===== config.mk =====
export PLATFORM = sky130hd
export DESIGN_NAME = change_dispenser
export DESIGN_NICKNAME = d
export VERILOG_FILES = /design/src/rtl/vend_pkg.sv /design/src/rtl/hopper_watchdog.sv /design/src/rtl/change_dispenser.sv
export SDC_FILE = /design/constraint.sdc
export NUM_CORES = 1
export LEC_CHECK = 0
export CAP_MARGIN = 20
export CORE_MARGIN = 1
export CORE_UTILIZATION = 50
export CTS_CLUSTER_DIAMETER = 50
export DETAILED_ROUTE_END_ITERATION = 10
export HOLD_SLACK_MARGIN = 0.08
export PLACE_DENSITY_LB_ADDON = 0.15
export SYNTH_ARGS = -nofsm -noshare
export SYNTH_HDL_FRONTEND = slang
export SYNTH_HIERARCHICAL = 1
export SYNTH_SLANG_ARGS = --single-unit

===== constraint.sdc =====
create_clock -name clk -period 2.15 [get_ports clk]
set_input_delay 0.3225 -clock clk [delete_from_list [all_inputs] [get_ports clk]]
set_output_delay 0.3225 -clock clk [all_outputs]
set_load 0.02 [all_outputs]

===== src/rtl/vend_pkg.sv =====
// Shared vending definitions: payout FSM encoding, coin values and the
// saturating counter helper used by the change dispenser.
package vend_pkg;

  typedef enum logic [2:0] {
    IDLE   = 3'd0,
    VEND   = 3'd1,
    SELECT = 3'd2,
    PAY    = 3'd3,
    DONE   = 3'd4,
    ERR    = 3'd5
  } state_e;

  localparam int unsigned COIN_NICKEL  = 5;
  localparam int unsigned COIN_DIME    = 10;
  localparam int unsigned COIN_QUARTER = 25;
  localparam int unsigned PRICE        = 25;

  function automatic logic [3:0] sat_inc4(input logic [3:0] val);
    logic [3:0] res;
    if (val == 4'hF) begin
      res = val;
    end else begin
      res = val + 4'h1;
    end
    return res;
  endfunction

endpackage


===== src/rtl/hopper_watchdog.sv =====
// Hopper ack watchdog: counts consecutive PAY cycles and flags expiry on the
// TIMEOUT-th edge spent waiting. Only instantiated when CHG_TIMEOUT_EN is set.
module hopper_watchdog
  import vend_pkg::*;
#(
  parameter int unsigned TIMEOUT = 255
) (
  input  logic clk,
  input  logic reset_n,
  input  logic in_pay,
  output logic expire
);

  localparam int unsigned CW = (TIMEOUT < 2) ? 1 : $clog2(TIMEOUT);

  logic [CW-1:0] cnt_q;
  logic [CW-1:0] cnt_d;

  // Counter restarts from zero whenever PAY is left, so each coin gets a fresh budget.
  always_comb begin
    cnt_d = '0;
    if (in_pay) begin
      cnt_d = cnt_q + {{(CW-1){1'b0}}, 1'b1};
    end else begin
      cnt_d = '0;
    end
  end

  // Wait-cycle counter register.
  always_ff @(posedge clk or negedge reset_n) begin
    if (!reset_n) begin
      cnt_q <= '0;
    end else begin
      cnt_q <= cnt_d;
    end
  end

  assign expire = in_pay && (cnt_q == CW'(TIMEOUT - 1));

endmodule


===== src/rtl/change_dispenser.sv =====
// Vend payout sequencer: releases the item, pays change as dimes then nickels
// over the hopper handshake, then strobes credit_clr. CHG_TIMEOUT_EN adds a hopper watchdog.
module change_dispenser
  import vend_pkg::*;
#(
  parameter int unsigned BITS = 6
`ifdef CHG_TIMEOUT_EN
  ,
  parameter int unsigned TIMEOUT = 255
`endif
) (
  input  logic            clk,
  input  logic            reset_n,
  input  logic            vend_req,
  input  logic [BITS-1:0] change_in,
  input  logic            coin_ack,
  input  logic            err_clr,
  output logic            item_pulse,
  output logic            coin_valid,
  output logic            coin_sel,
  output logic            credit_clr,
  output logic            busy,
  output logic            err,
  output logic [3:0]      dimes_paid,
  output logic [3:0]      nickels_paid
);

  state_e          state_q, state_d;
  logic [BITS-1:0] rem_q, rem_d;
  logic            coin_sel_q, coin_sel_d;
  logic [3:0]      dimes_q, dimes_d;
  logic [3:0]      nickels_q, nickels_d;
  logic            item_pulse_q, item_pulse_d;
  logic            coin_valid_q, coin_valid_d;
  logic            credit_clr_q, credit_clr_d;
  logic            busy_q, busy_d;
  logic            err_q, err_d;
  logic [BITS-1:0] coin_val_s;
  logic            wd_expire_s;

`ifdef CHG_TIMEOUT_EN
  hopper_watchdog #(
    .TIMEOUT (TIMEOUT)
  ) u_watchdog (
    .clk     (clk),
    .reset_n (reset_n),
    .in_pay  (state_q == PAY),
    .expire  (wd_expire_s)
  );
`else
  assign wd_expire_s = 1'b0;
`endif

  assign coin_val_s = coin_sel_q ? BITS'(COIN_DIME) : BITS'(COIN_NICKEL);

  // Next-state, datapath and next-output decode; outputs follow state_d so they are flop-driven.
  always_comb begin
    state_d    = state_q;
    rem_d      = rem_q;
    coin_sel_d = coin_sel_q;
    dimes_d    = dimes_q;
    nickels_d  = nickels_q;
    case (state_q)
      IDLE: begin
        if (vend_req) begin
          state_d   = VEND;
          rem_d     = change_in;
          dimes_d   = 4'd0;
          nickels_d = 4'd0;
        end else begin
          state_d = IDLE;
        end
      end
      VEND: state_d = SELECT;
      SELECT: begin
        if (rem_q == '0) begin
          state_d = DONE;
        end else if (rem_q >= BITS'(COIN_DIME)) begin
          state_d    = PAY;
          coin_sel_d = 1'b1;
        end else if (rem_q >= BITS'(COIN_NICKEL)) begin
          state_d    = PAY;
          coin_sel_d = 1'b0;
        end else begin
          state_d = ERR;
        end
      end
      PAY: begin
        // A transfer on the same edge as watchdog expiry takes priority.
        if (coin_ack) begin
          state_d = SELECT;
          rem_d   = rem_q - coin_val_s;
          if (coin_sel_q) begin
            dimes_d = sat_inc4(dimes_q);
          end else begin
            nickels_d = sat_inc4(nickels_q);
          end
        end else if (wd_expire_s) begin
          state_d = ERR;
        end else begin
          state_d = PAY;
        end
      end
      DONE: state_d = IDLE;
      ERR: begin
        if (err_clr) begin
          state_d = IDLE;
          rem_d   = '0;
        end else begin
          state_d = ERR;
        end
      end
      default: begin
        state_d = IDLE;
        rem_d   = '0;
      end
    endcase
    item_pulse_d = (state_d == VEND);
    coin_valid_d = (state_d == PAY);
    credit_clr_d = (state_d == DONE);
    busy_d       = (state_d == VEND) || (state_d == SELECT) ||
                   (state_d == PAY)  || (state_d == DONE);
    err_d        = (state_d == ERR);
  end

  // State, datapath and output registers; async reset abandons any payout in progress.
  always_ff @(posedge clk or negedge reset_n) begin
    if (!reset_n) begin
      state_q      <= IDLE;
      rem_q        <= '0;
      coin_sel_q   <= 1'b0;
      dimes_q      <= 4'd0;
      nickels_q    <= 4'd0;
      item_pulse_q <= 1'b0;
      coin_valid_q <= 1'b0;
      credit_clr_q <= 1'b0;
      busy_q       <= 1'b0;
      err_q        <= 1'b0;
    end else begin
      state_q      <= state_d;
      rem_q        <= rem_d;
      coin_sel_q   <= coin_sel_d;
      dimes_q      <= dimes_d;
      nickels_q    <= nickels_d;
      item_pulse_q <= item_pulse_d;
      coin_valid_q <= coin_valid_d;
      credit_clr_q <= credit_clr_d;
      busy_q       <= busy_d;
      err_q        <= err_d;
    end
  end

  assign item_pulse   = item_pulse_q;
  assign coin_valid   = coin_valid_q;
  assign coin_sel     = coin_sel_q;
  assign credit_clr   = credit_clr_q;
  assign busy         = busy_q;
  assign err          = err_q;
  assign dimes_paid   = dimes_q;
  assign nickels_paid = nickels_q;

endmodule


==> impl_metrics.yaml <==
global_route:
  grt_pass1_vias: 1098
  track_usage_pct: 24.3
  grt_first_pass_wirelength_mm: 4.94
  grt_max_degree: 24
  overflow: 0
  antenna_found_initial: 0
cells_and_area:
  diodes: 0
  final_nets: 182
  design_area_um2: 1640
  drive_gt1_share_pct: 12.3
  area_growth_pct: 23.9
  post-route-util_pct: 66.0
worst_setup_path:
  cp_num_cells: 5
  cp-startpoint: "state_q[1]"
  critPathKind: "flip-flop to flip-flop"
  cpMaxStageDelayCell: "or4b_2"
  reg2regPathDepth: 5
  worstSetupStartpointType: "flip-flop"
  endpoint_kind: "flip-flop"
  cp.arrival_ns: 2.18
  r2r_start: "state_q[1]"
  worstPathMaxFanout: 13
  timing.rr.end: "busy"
  endpoint: "busy"
  path_cells: "or4b_2 > o221ai_1 > nand2_1 > nor2_1 > xnor2_1"
  cp_top_family: "simple AND/OR/NAND/NOR gates"
  reg2reg_slack_ns: 0.21
  slowest_delay_ns: 0.63
  critPathRequiredTime_ns: 2.39
  cp_num_buf_inv: 0
hold_path:
  hp-class: "primary input to asynchronous set/reset pin"
synth:
  netlist_area_um2: 1320
  ys_warn_count: 6
  synth-seq-cells: 23
  synth_cell_types: 44
  synth.top_cells.by_count: "dfrtp_1, nor2_1, inv_1, o21ai_0, a21oi_1"
  synth_seq_area_share_pct: 43.6
  synth_fp_nets: 154
  async_flop_share_pct: 100
  yosys.area.top_type_share_pct: 43.6
  synth.top_cells.by_area: "dfrtp_1, ha_1, nor2_1"
  syn_avg_cell_area_um2: 9.71
  synth.most_common_cell: "dfrtp_1"
  netlist_instances: 136
  synth_edf_count: 0
  ys.flop_type: "dfrtp_1"
  synth_top_area_cell: "dfrtp_1"
run:
  cap_violations: 0
sta:
  timing.fmax_mhz: 517
  rsz0062_at_grt: "false"
  tightest_slew_ns: 0.446
  fin_crit_ns: 1.94
  finalSetupViolCount: 0
  period_share_pct: 90.0
  maxSlewHeadroom_pct: 70.3
  layout_setup_ws_ns: 0.215
  clock_skew_ns: 0.00909
  maxSlewViolCount: 0
  finalHoldViolations: 0
routing:
  vias_per_cell: 5.90
  drt_iter0_drc: 29
  drt-wirelength-per-cell_um: 15.2
  totalWireLength_mm: 2.93
  drc: 0
  vias: 1139
  ant_nets: 0
  drtPass1Iterations: 4
pwr:
  p_per_area_nw_per_um2: 1480
  combPwrFrac_pct: 58.9
  ir_worst_vdd_mv: 0.874
  p_leak_nw: 0.723
  power.internal_w: 0.00131
  p_clk_share_pct: 8.4
  p_switching_w: 0.00111
  swShare_pct: 45.9
  seq_power_share_pct: 32.8
die:
  ios: 25
  die_area_um2: 2850
  rows: 18
  fp.dieW_um: 53.4
  initial_core_util_pct: 53.3
  die_h_um: 53.4
  fp.coreArea_um2: 2480
clock_tree:
  cts_tree: "yes"
  numCtsBuffers: 3
  htree_num_levels: 1
  cts_root_buf: "clkbuf_4"
  clk_pin_slew_ns: 0.13
  clockBufferDepth: 2
  cts_resized: 0
  clk_latency_ns: 0.32
  ctsHoldBuffers: 0
  cts_setup_buffers: 0
  clock-sinks: 23
placement:
  place_area_um2: 1600
  place_congestion: 0.769
  dp_slack_ns: -0.0809
  dp_hpwl_mm: 2.25
  io_buffers: 24
outcome:
  status: "finished clean"
registers in the layout (all words and copies together), names as in the netlist, 3 cells and up:
signal and count:
dimes_paid 4, nickels_paid 4, state_q 3, rem_q 6
worst reg2reg max path: cells and delay by family, from the launching register on:
family	cells	cell delay, ns
AO/OA/AOI/OAI	1	0.22
XOR/XNOR	1	0.13
flip-flops	1	0.60
AND/OR/NAND/NOR	3	0.91
metal layers:
metal	share of wire (%)	vias up	global-route usage [%]
met1	42	563	28.3
li1	-	539	-
met4	1.3	0	7.89
met2	53	32	44.6
met5	0	-	0
met3	3.9	5	3.74
area by class of cell:
| cell class | count | area, um2 |
|---|---|---|
| Clock buffer | 3 | 22.5 |
| Clock inverter | 1 | 5.00 |
| Fill cell | 202 | 842 |
| Inverter | 9 | 33.8 |
| Multi-Input combinational cell | 98 | 683 |
| Sequential cell | 23 | 576 |
| Tap cell | 30 | 37.5 |
| Timing Repair Buffer | 29 | 278 |
worst min path at each step:
| stage | cells after the start | startpoint | slack [ns] | end |
|---|---|---|---|---|
| floorplan | 0 | reset_n | 0.03 | busy |
| global placement | 1 | dimes_paid[0] | 0.52 | dimes_paid[0] |
| detailed placement | 1 | nickels_paid[0] | 0.54 | nickels_paid[0] |
| CTS | 2 | reset_n | 0.35 | dimes_paid[3] |
| global route | 2 | reset_n | 0.36 | dimes_paid[3] |
| finish | 2 | reset_n | 0.34 | dimes_paid[3] |
stage by stage:
step	instances	hold slack [ns]	TNS [ns]	total power (W)
2_1_floorplan	136	0.0269	0	0.00176
5_1_grt	193	0.358	0	0.00263
3_5_place_dp	189	0.540	-0.0809	0.00222
3_3_place_gp	189	0.518	0	0.00213
6_report	193	0.338	0	0.00243
4_1_cts	193	0.350	0	0.00242
logic make-up (layout without fill, tap and decap cells):
logic type / count (synthesis) / count (layout) / share of synthesized area, %
buffers and inverters: 15 / 42 / 4.93
xor gates and xnor gates: 5 / 5 / 3.32
muxes: 2 / 2 / 1.52
AOI/OAI and AO/OA: 37 / 37 / 20.6
DFF: 23 / 23 / 43.6
adders and majority gates: 7 / 7 / 7.20
and+or+nand+nor: 47 / 47 / 18.9
power groups by stage:
stage	sequential (W)	clock [W]	combinational (W)
floorplan	0.000811	0	0.000950
global placement	0.000786	0	0.00135
detailed placement	0.000799	0	0.00142
CTS	0.000790	0.000205	0.00142
global route	0.000820	0.000222	0.00159
finish	0.000795	0.000203	0.00143
cell usage in the layout (no fill, tap or decap), types with 4 or more instances in the layout:
cell             Yosys  routed
nand2_1              5       5
nand3_1              4       4
clkdlybuf4s50_1      0      24
inv_1                9       8
ha_1                 6       6
nor3_1               4       4
dfrtp_1             23      23
o21ai_0              9       9
nor2_1              15      15
buf_4                0       5
a21oi_1              8       7
Note: power is estimated with default switching activity, not from simulation.
